<file path="config.mk">
export PLATFORM = sky130hd
export DESIGN_NAME = aer_in_rx_flat
export DESIGN_NICKNAME = d
export VERILOG_FILES = /design/src/rtl/aer_in_rx_if.sv /design/src/rtl/aer_in_rx.sv /design/src/flat_wrapper.sv
export SDC_FILE = /design/constraint.sdc
export NUM_CORES = 1
export LEC_CHECK = 0
export CAP_MARGIN = 20
export CORE_MARGIN = 3
export CORE_UTILIZATION = 58
export DETAILED_ROUTE_END_ITERATION = 16
export PLACE_DENSITY = 0.81
export SKIP_LAST_GASP = 1
export SLEW_MARGIN = 20
export SYNTH_ARGS = -nofsm -noshare
export SYNTH_HDL_FRONTEND = slang
export SYNTH_SLANG_ARGS = --single-unit
</file>
<file path="constraint.sdc">
create_clock -name CLK -period 4.6 [get_ports CLK]
set_input_delay 0.69 -clock CLK [delete_from_list [all_inputs] [get_ports CLK]]
set_output_delay 0.69 -clock CLK [all_outputs]
set_load 0.01 [all_outputs]
</file>
<file path="src/rtl/aer_in_rx_if.sv">
// AER receive-side bundle: sender REQ/ACK/ADDR plus the downstream valid/ready event port.
// The slave modport is the receiver; master is the environment driving it.
interface aer_in_rx_if #(
  parameter int ADDR_W = 10
);
  logic [ADDR_W-1:0] AERIN_ADDR;
  logic              AERIN_REQ;
  logic              AERIN_ACK;
  logic [ADDR_W-1:0] EVT_ADDR;
  logic              EVT_VALID;
  logic              EVT_READY;

  modport master (
    output AERIN_ADDR, AERIN_REQ, EVT_READY,
    input  AERIN_ACK, EVT_ADDR, EVT_VALID
  );

  modport slave (
    input  AERIN_ADDR, AERIN_REQ, EVT_READY,
    output AERIN_ACK, EVT_ADDR, EVT_VALID
  );
endinterface

</file>
<file path="src/rtl/aer_in_rx.sv">
// aer_in_rx: receive end of a 4-phase AER REQ/ACK link. REQ is double-synchronised,
// addresses are queued in a show-ahead FIFO, and ACK is withheld while no slot is free.
module aer_in_rx #(
  parameter int IMAGE_SIZE      = 256,
  parameter int IMAGE_SIZE_BITS = $clog2(IMAGE_SIZE),
  parameter int FIFO_DEPTH      = 4,
  parameter int CNT_BITS        = 16
) (
  input  logic                        CLK,
  input  logic                        RST,
  aer_in_rx_if.slave                  aer,
  output logic [$clog2(FIFO_DEPTH):0] FIFO_LEVEL,
  output logic                        FIFO_FULL,
  output logic [CNT_BITS-1:0]         EVT_TOTAL
);
  localparam int ADDR_W = IMAGE_SIZE_BITS + 2;
  localparam int PTR_W  = $clog2(FIFO_DEPTH);
  localparam int LVL_W  = PTR_W + 1;

  typedef enum logic {WAIT_REQ = 1'b0, WAIT_REL = 1'b1} state_t;

  state_t              state_r;
  logic                req_s1_r;
  logic                req_s_r;
  logic                ack_r;
  logic                valid_r;
  logic                full_r;
  logic [LVL_W-1:0]    level_r;
  logic [LVL_W-1:0]    level_nxt_s;
  logic [PTR_W-1:0]    wr_ptr_r;
  logic [PTR_W-1:0]    rd_ptr_r;
  logic [ADDR_W-1:0]   mem_r [FIFO_DEPTH];
  logic [CNT_BITS-1:0] total_r;
  logic                pop_s;
  logic                push_ok_s;
  logic                push_s;

  assign aer.AERIN_ACK = ack_r;
  assign aer.EVT_VALID = valid_r;
  assign aer.EVT_ADDR  = mem_r[rd_ptr_r];
  assign FIFO_LEVEL    = level_r;
  assign FIFO_FULL     = full_r;
  assign EVT_TOTAL     = total_r;

  // Push/pop decode; a pop at a full FIFO frees the slot for a push on the same edge
  always_comb begin
    pop_s       = valid_r & aer.EVT_READY;
    push_ok_s   = ~full_r | pop_s;
    push_s      = (state_r == WAIT_REQ) & req_s_r & push_ok_s;
    level_nxt_s = level_r;
    case ({push_s, pop_s})
      2'b10:   level_nxt_s = level_r + LVL_W'(1);
      2'b01:   level_nxt_s = level_r - LVL_W'(1);
      default: level_nxt_s = level_r;
    endcase
  end

  // Two-flop synchroniser for the asynchronous request
  always_ff @(posedge CLK) begin
    if (RST) begin
      req_s1_r <= 1'b0;
      req_s_r  <= 1'b0;
    end else begin
      req_s1_r <= aer.AERIN_REQ;
      req_s_r  <= req_s1_r;
    end
  end

  // Handshake FSM with registered ACK and saturating capture counter
  always_ff @(posedge CLK) begin
    if (RST) begin
      state_r <= WAIT_REQ;
      ack_r   <= 1'b0;
      total_r <= '0;
    end else begin
      case (state_r)
        WAIT_REQ: begin
          if (push_s) begin
            ack_r   <= 1'b1;
            state_r <= WAIT_REL;
            if (total_r != '1) begin
              total_r <= total_r + CNT_BITS'(1);
            end
          end
        end
        WAIT_REL: begin
          if (!req_s_r) begin
            ack_r   <= 1'b0;
            state_r <= WAIT_REQ;
          end
        end
        default: begin
          ack_r   <= 1'b0;
          state_r <= WAIT_REQ;
        end
      endcase
    end
  end

  // Circular event buffer; ADDR is sampled raw as it has been stable for two cycles by now
  always_ff @(posedge CLK) begin
    if (RST) begin
      for (int i = 0; i < FIFO_DEPTH; i++) begin
        mem_r[i] <= '0;
      end
      wr_ptr_r <= '0;
      rd_ptr_r <= '0;
      level_r  <= '0;
      valid_r  <= 1'b0;
      full_r   <= 1'b0;
    end else begin
      if (push_s) begin
        mem_r[wr_ptr_r] <= aer.AERIN_ADDR;
        wr_ptr_r        <= wr_ptr_r + PTR_W'(1);
      end
      if (pop_s) begin
        rd_ptr_r <= rd_ptr_r + PTR_W'(1);
      end
      level_r <= level_nxt_s;
      valid_r <= (level_nxt_s != '0);
      full_r  <= (level_nxt_s == LVL_W'(FIFO_DEPTH));
    end
  end
endmodule
</file>
<file path="src/flat_wrapper.sv">
// flat-port wrapper written by rule: the top's interface ports become plain ports
module aer_in_rx_flat 
#(
  parameter int IMAGE_SIZE      = 256,
  parameter int IMAGE_SIZE_BITS = $clog2(IMAGE_SIZE),
  parameter int FIFO_DEPTH      = 4,
  parameter int CNT_BITS        = 16
)
  (CLK, RST, FIFO_LEVEL, FIFO_FULL, EVT_TOTAL, aer_AERIN_ADDR, aer_AERIN_REQ, aer_EVT_READY, aer_AERIN_ACK, aer_EVT_ADDR, aer_EVT_VALID);
  aer_in_rx_if aer_i ();
  input  logic CLK;
  input  logic RST;
  output logic [$clog2(FIFO_DEPTH):0] FIFO_LEVEL;
  output logic FIFO_FULL;
  output logic [CNT_BITS-1:0] EVT_TOTAL;
  input wire logic [$bits(aer_i.AERIN_ADDR)-1:0] aer_AERIN_ADDR;
  input wire logic [$bits(aer_i.AERIN_REQ)-1:0] aer_AERIN_REQ;
  input wire logic [$bits(aer_i.EVT_READY)-1:0] aer_EVT_READY;
  output wire logic [$bits(aer_i.AERIN_ACK)-1:0] aer_AERIN_ACK;
  output wire logic [$bits(aer_i.EVT_ADDR)-1:0] aer_EVT_ADDR;
  output wire logic [$bits(aer_i.EVT_VALID)-1:0] aer_EVT_VALID;
  assign aer_i.AERIN_ADDR = aer_AERIN_ADDR;
  assign aer_i.AERIN_REQ = aer_AERIN_REQ;
  assign aer_i.EVT_READY = aer_EVT_READY;
  assign aer_AERIN_ACK = aer_i.AERIN_ACK;
  assign aer_EVT_ADDR = aer_i.EVT_ADDR;
  assign aer_EVT_VALID = aer_i.EVT_VALID;
  aer_in_rx #(.IMAGE_SIZE(IMAGE_SIZE), .IMAGE_SIZE_BITS(IMAGE_SIZE_BITS), .FIFO_DEPTH(FIFO_DEPTH), .CNT_BITS(CNT_BITS)) u_core (.CLK(CLK), .RST(RST), .aer(aer_i), .FIFO_LEVEL(FIFO_LEVEL), .FIFO_FULL(FIFO_FULL), .EVT_TOTAL(EVT_TOTAL));
endmodule
</file>
==> results of run 1 <==
==> power breakdown <==
part	leakage, nW	internal (mW)	switching, mW	total [mW]
Combinational	0.676	0.0766	0.0574	0.134
Clock	0.107	0.294	0.214	0.508
Sequential	0.663	0.695	0.0219	0.717
==> flip-flops by register name, summed over array words and instances (netlist names), 2 cells and up, named ones only <==
signal             cells
u_core.FIFO_LEVEL      3
u_core.rd_ptr_r        2
u_core.EVT_TOTAL      16
u_core.mem_r          40
u_core.wr_ptr_r        2
==> per-layer routing <==
layer,global-route usage [%],share of wire [%],vias to the layer above
li1,-,-,1089
met1,29.3,44,1060
met2,34.9,50,77
met3,3.70,5.0,4
met4,8.45,0.74,0
met5,0,0,-
==> critical path, cell delays in order <==
cell and delay [ns]:
clkdlybuf4s50_1 0.47, a21bo_2 0.22, and2_1 0.27, inv_2 0.16, ha_1 0.27, fa_1 0.39
xnor2_1 0.15, or3_1 0.31, a21o_1 0.21, nor2b_1 0.12
==> cell type report <==
class | instances | area, um2 | area share [%]
clock buffer | 12 | 166 | 4.27
clock inverter | 3 | 40.0 | 1.03
inverter | 15 | 56.3 | 1.44
multi-input combinational | 178 | 1250 | 32.2
sequential | 71 | 1820 | 46.7
tap | 70 | 87.6 | 2.25
timing repair buffer | 48 | 473 | 12.1
==> cells by family after synthesis <==
family / synth area share (%)
AND/OR/NAND/NOR: 21.2
flip-flops: 57.0
AO/OA/AOI/OAI: 6.23
buffers and inverters: 3.72
multiplexers: 8.77
XOR/XNOR: 1.64
adder cells (fa/ha/maj): 1.41
==> per-stage QoR <==
step,cell area (um2),util (%)
final,3900,74.9
after global routing,3900,74.9
after CTS,3900,74.9
after detailed placement,3690,71.0
after global placement,3690,71.0
after floorplan,3200,-
==> worst min path at each step <==
| stage | startpoint | to | slack (ns) | depth (start not counted) |
|---|---|---|---|---|
| global placement | u_core.req_s1_r | u_core.req_s_r | 0.42 | 1 |
| floorplan | u_core.req_s1_r | u_core.req_s_r | 0.41 | 1 |
| CTS | u_core.req_s1_r | u_core.req_s_r | 0.44 | 1 |
| detailed placement | u_core.req_s1_r | u_core.req_s_r | 0.43 | 1 |
| global route | u_core.req_s1_r | u_core.req_s_r | 0.46 | 1 |
| finish | u_core.req_s1_r | u_core.req_s_r | 0.44 | 1 |
==> cell usage in the layout (no fill, tap or decap), drive strengths merged, types with 4 or more instances in the layout <==
| master | count |
|---|---|
| and2 | 12 |
| mux2 | 4 |
| dfxtp | 31 |
| nor4 | 8 |
| edfxtp | 40 |
| clkbuf | 12 |
| or3 | 4 |
| nor2 | 37 |
| o21ai | 8 |
| a21oi | 10 |
| nand3 | 8 |
| nand4 | 6 |
| inv | 15 |
| nand2b | 4 |
| clkdlybuf4s50 | 45 |
| nand2 | 16 |
| nor2b | 8 |
| nor3 | 5 |
| mux4 | 10 |
==> impl_metrics.csv, run 1 <==
group,metric,value,unit
status,status,"complete, no violations",
setup_path,crit_type,"in2reg",
floorplan,ios,46,
clock_tree,cts_root_buf,"clkbuf_8",
sta,worstMarginPinSlew,1.03,ns
layout,final_cell_count_no_fill,397,
pwr,leakagePower,1.45,nW
detailed_routing,ant_nets,0,
place,gp_congestion,0.791,
clock_tree,path_clk_slew,0.07,ns
setup_path,regToRegSetupSlack,2.08,ns
run,drv_cap,0,
floorplan,die-area,0.00644,mm2
yosys,synth_edf_count,40,
detailed_routing,vias,2230,
setup_path,cp_max_fo,13,
pwr,p_total,1.36,mW
grt,grt_max_degree,38,
sta,fin_ws,1.62,ns
sta,fin_worst_skew,0.00669,ns
setup_path,reg2regPathDepth,9,
clock_tree,numCtsBuffers,9,
layout,n_antenna_cell,0,
yosys,synth_top_area_share,37.6,%
yosys,async_reset_ff_share,0,%
yosys,yosys.area.top_type,"edfxtp_1",
sta,setup_viol,0,
place,post-place-cells,382,
sta,fin_crit_sh,64.8,%
clock_tree,postCtsHoldBufs,0,
setup_path,end_kind,"flip-flop",
clock_tree,cts_tree,"built",
place,pre_cts_slack,1.33,ns
floorplan,rows,26,
grt,overflow,0,
sta,maxSlewViolCount,0,
layout,final_net_count,340,
place,io_buffer_count,45,
setup_path,cp_data_arrival_time,3.24,ns
floorplan,fp.dieH,80.2,um
yosys,ys.warnings.count,0,
pwr,vdd_drop_max,0.000205,V
detailed_routing,via_per_inst,5.62,
yosys,synthesis.instances,277,
sta,finalSetupTns,0,ns
floorplan,initial_core_util,61.4,%
yosys,netlist_top_cells_count,"edfxtp_1, nor2_1, dfxtp_1, nand2_1, inv_1",
setup_path,r2r_start,"u_core.aer.EVT_VALID",
clock_tree,cts_resized,0,
setup_path,endpoint,"u_core.FIFO_FULL",
clock_tree,clkSinkCount,71,
sta,clock.fmax,336,MHz
sta,final_hold_viol_count,0,
setup_path,required,4.86,ns
clock_tree,htree_levels,3,
yosys,yosys_register_bits,71,
sta,hold_ws,0.440,ns
yosys,syn-cell-area,0.00320,mm2
grt,grt_pass1_vias,2196,
detailed_routing,drt-initial-drc-count,221,
detailed_routing,routedWlPerCell,15.7,um
grt,track_usage,21.6,%
pwr,power.density,348,mW/mm2
setup_path,worst_r2r_endpoint,"u_core.FIFO_FULL",
yosys,syn_nets,294,
yosys,synth_area_leaders,"edfxtp_1, dfxtp_1, mux4_2",
grt,grt_antenna_before_repair,0,
floorplan,die_w,80.2,um
sta,rsz0062_at_grt,"false",
place,dp_hpwl,4150,um
detailed_routing,drt_pass1_iterations,4,
setup_path,start_kind,"primary input",
sta,relSlewSlack,31.5,%
clock_tree,clk_latency,0.33,ns
detailed_routing,wl,6230,um
yosys,synth_seq_area_share,57.0,%
layout,num-fill-cells,387,
layout,drive_above_1_share,12.5,%
grt,grt_pass1_wl,10500,um
setup_path,cp-startpoint,"aer_EVT_READY",
clock_tree,clock_path_buffers,2,
layout,syn2layout_area_growth,22.0,%
yosys,syn_avg_cell_area,11.5,um2
min_path,min_path_type,"reg2reg",
clock_tree,post_cts_buffers,0,
yosys,yosysMostFrequentCell,"edfxtp_1",
yosys,ys_types,51,
sta,min_period,2.98,ns
floorplan,core,0.00520,mm2
yosys,synthFlopType,"edfxtp_1",
detailed_routing,drc,0,
Note: power is estimated with default switching activity, not from simulation.
==> inputs of run 2 (changes only) <==
--- a/config.mk
+++ b/config.mk
@@ -7,9 +7,9 @@
 export LEC_CHECK = 0
 export CAP_MARGIN = 20
 export CORE_MARGIN = 3
-export CORE_UTILIZATION = 58
+export CORE_UTILIZATION = 49
 export DETAILED_ROUTE_END_ITERATION = 16
-export PLACE_DENSITY = 0.81
+export PLACE_DENSITY = 0.73
 export SKIP_LAST_GASP = 1
 export SLEW_MARGIN = 20
 export SYNTH_ARGS = -nofsm -noshare
==> constraint.sdc (replaced) <==
create_clock -name CLK -period 2.6 [get_ports CLK]
set_input_delay 0.39 -clock CLK [delete_from_list [all_inputs] [get_ports CLK]]
set_output_delay 0.39 -clock CLK [all_outputs]
set_load 0.01 [all_outputs]
==> run 2 against run 1 <==
Sequential cell count stayed put. Via count is 0.49% higher. Largest power group unchanged. Register-to-register slack worse by 1.7 ns. Non-clock buffer count is 7 higher. Clock power is 45% higher.
==> impl_metrics.csv, run 2 (same netlist as run 1, synthesis figures left out) <==
group,metric,value,unit
layout,num-fill-cells,484,
detailed_routing,drt_pass1_iterations,4,
sta,min_period,2.28,ns
detailed_routing,via_per_inst,5.47,
grt,track_usage,17.7,%
detailed_routing,ant_nets,0,
clock_tree,numCtsBuffers,9,
sta,relSlewSlack,66.5,%
clock_tree,clkSinkCount,71,
floorplan,die_w,86.8,um
detailed_routing,drc,0,
clock_tree,path_clk_slew,0.07,ns
clock_tree,cts_resized,0,
grt,grt_pass1_vias,2158,
grt,grt_pass1_wl,10300,um
setup_path,end_kind,"primary output",
pwr,netSwitchingPower,0.540,mW
detailed_routing,vias,2241,
floorplan,ios,46,
layout,drive_above_1_share,14.3,%
clock_tree,cts_tree,"built",
sta,final_hold_viol_count,0,
floorplan,initial_core_util,52.1,%
layout,final_net_count,347,
sta,clock.fmax,438,MHz
place,post-place-cells,394,
pwr,p_total,2.25,mW
setup_path,max_stage_delay,0.54,ns
detailed_routing,drt-initial-drc-count,152,
detailed_routing,wl,6250,um
pwr,internal_power,1.71,mW
setup_path,cp_data_arrival_time,1.89,ns
detailed_routing,routedWlPerCell,15.2,um
layout,largest_reg_flops,40,
detailed_routing,routed-wl-met2,2980,um
sta,hold_ws,0.443,ns
layout,final_cell_count_no_fill,410,
floorplan,fp.dieH,86.8,um
setup_path,start_kind,"flip-flop",
clock_tree,clock_path_buffers,2,
setup_path,cp_cell_sequence,"buf_4, mux4_2, clkdlybuf4s50_1",
clock_tree,clk_latency,0.33,ns
setup_path,critPathBufInv,2,
clock_tree,htree_levels,3,
pwr,clock_power_share,32.8,%
layout,n_antenna_cell,0,
sta,maxSlewViolCount,0,
setup_path,cp_max_fo,10,
grt,grt_max_degree,37,
place,gp_congestion,0.789,
floorplan,core,0.00613,mm2
floorplan,rows,28,
place,dp_hpwl,4230,um
detailed_routing,drt-met1-wl,2800,um
layout,layout.cells.most_common,"clkdlybuf4s50_1",
sta,worstMarginPinSlew,0.503,ns
layout,final_cell_mix,"clkdlybuf4s50_1, edfxtp_1, nor2_1, dfxtp_1, nand2_1",
pwr,power.density,575,mW/mm2
clock_tree,post_cts_buffers,0,
pwr,pwr-share-seq,55.7,%
status,status,"complete, no violations",
sta,rsz0062_at_grt,"false",
setup_path,required,2.21,ns
pwr,leakagePower,1.45,nW
detailed_routing,routed-wl-met3,400,um
setup_path,crit_type,"reg2out",
pwr,vdd_drop_max,0.000416,V
sta,fin_worst_skew,0.00743,ns
min_path,min_path_type,"reg2reg",
place,io_buffer_count,45,
sta,setup_viol,0,
setup_path,cpMaxStageDelayCell,"mux4_2",
clock_tree,postCtsHoldBufs,0,
clock_tree,cts_root_buf,"clkbuf_8",
setup_path,cp_top_family,"buffers and inverters",
floorplan,die-area,0.00753,mm2
sta,fin_crit_sh,87.9,%
detailed_routing,highest_layer,"met4",
run,drv_cap,0,
grt,overflow,0,
layout,regMostFlops,"u_core.mem_r",
pwr,power_frac_comb,11.4,%
grt,grt_antenna_before_repair,0,
layout,syn2layout_area_growth,22.6,%
pwr,p_sw_share,24.0,%
## run 2: cell count changes in the layout (fill, tap and decap cells not counted)
cell	change
clkinv_1	+1
clkbuf_8	-1
clkbuf_16	-1
buf_4	+7
clkinvlp_4	+2
clkinv_4	+1
bufinv_16	-1
## run 2: routing by layer
metal | vias to the layer above | GRT usage (%)
met5 | - | 0
met4 | 0 | 6.37
met3 | 8 | 3.33
met2 | 66 | 28.0
met1 | 1060 | 24.5
li1 | 1107 | -
## run 2: final timing paths
kind                   startpoint                to  slack, ns  cells after the start
hold reg to reg   u_core.req_s1_r    u_core.req_s_r       0.44                      1
hold / removal    u_core.req_s1_r    u_core.req_s_r       0.44                      1
setup / recovery        flip-flop   aer_EVT_ADDR[2]       0.32                      3
setup reg to reg   u_core.req_s_r  u_core.FIFO_FULL       0.38                      9
## run 2: worst register-to-register path: stages (launching register included)
cell     delay (ns)
dfxtp_1        0.35
nor2b_4        0.22
and2_1         0.18
inv_2          0.04
ha_1           0.22
fa_1           0.38
xnor2_1        0.15
or3_1          0.31
a21o_1         0.21
nor2b_1        0.10
## run 2: layout make-up
cell class | instances | area [um2] | share of cell area, %
Sequential cell | 71 | 1820 | 46.5
Clock inverter | 6 | 37.5 | 0.958
Clock buffer | 10 | 128 | 3.26
Multi-Input combinational cell | 178 | 1250 | 32.0
Inverter | 15 | 56.3 | 1.44
Timing Repair Buffer | 55 | 526 | 13.4
Tap cell | 75 | 93.8 | 2.40
## run 2: through the flow
step | utilization [%] | setup TNS [ns] | area (um2) | worst slack [ns]
final | 63.9 | 0 | 3920 | 0.316
after global routing | 63.9 | 0 | 3920 | 0.224
after CTS | 63.9 | 0 | 3920 | 0.280
after detailed placement | 61.2 | -0.00757 | 3750 | -0.00757
after global placement | 61.2 | 0 | 3750 | 0.0263
after floorplan | - | 0 | 3200 | 0.242
## run 2: power groups by stage
stage | Combinational [mW] | Sequential [mW] | Clock, mW
2_1_floorplan | 0.145 | 1.28 | 0
3_3_place_gp | 0.257 | 1.28 | 0
3_5_place_dp | 0.261 | 1.28 | 0
4_1_cts | 0.263 | 1.26 | 0.759
5_1_grt | 0.282 | 1.26 | 0.813
6_report | 0.258 | 1.26 | 0.739
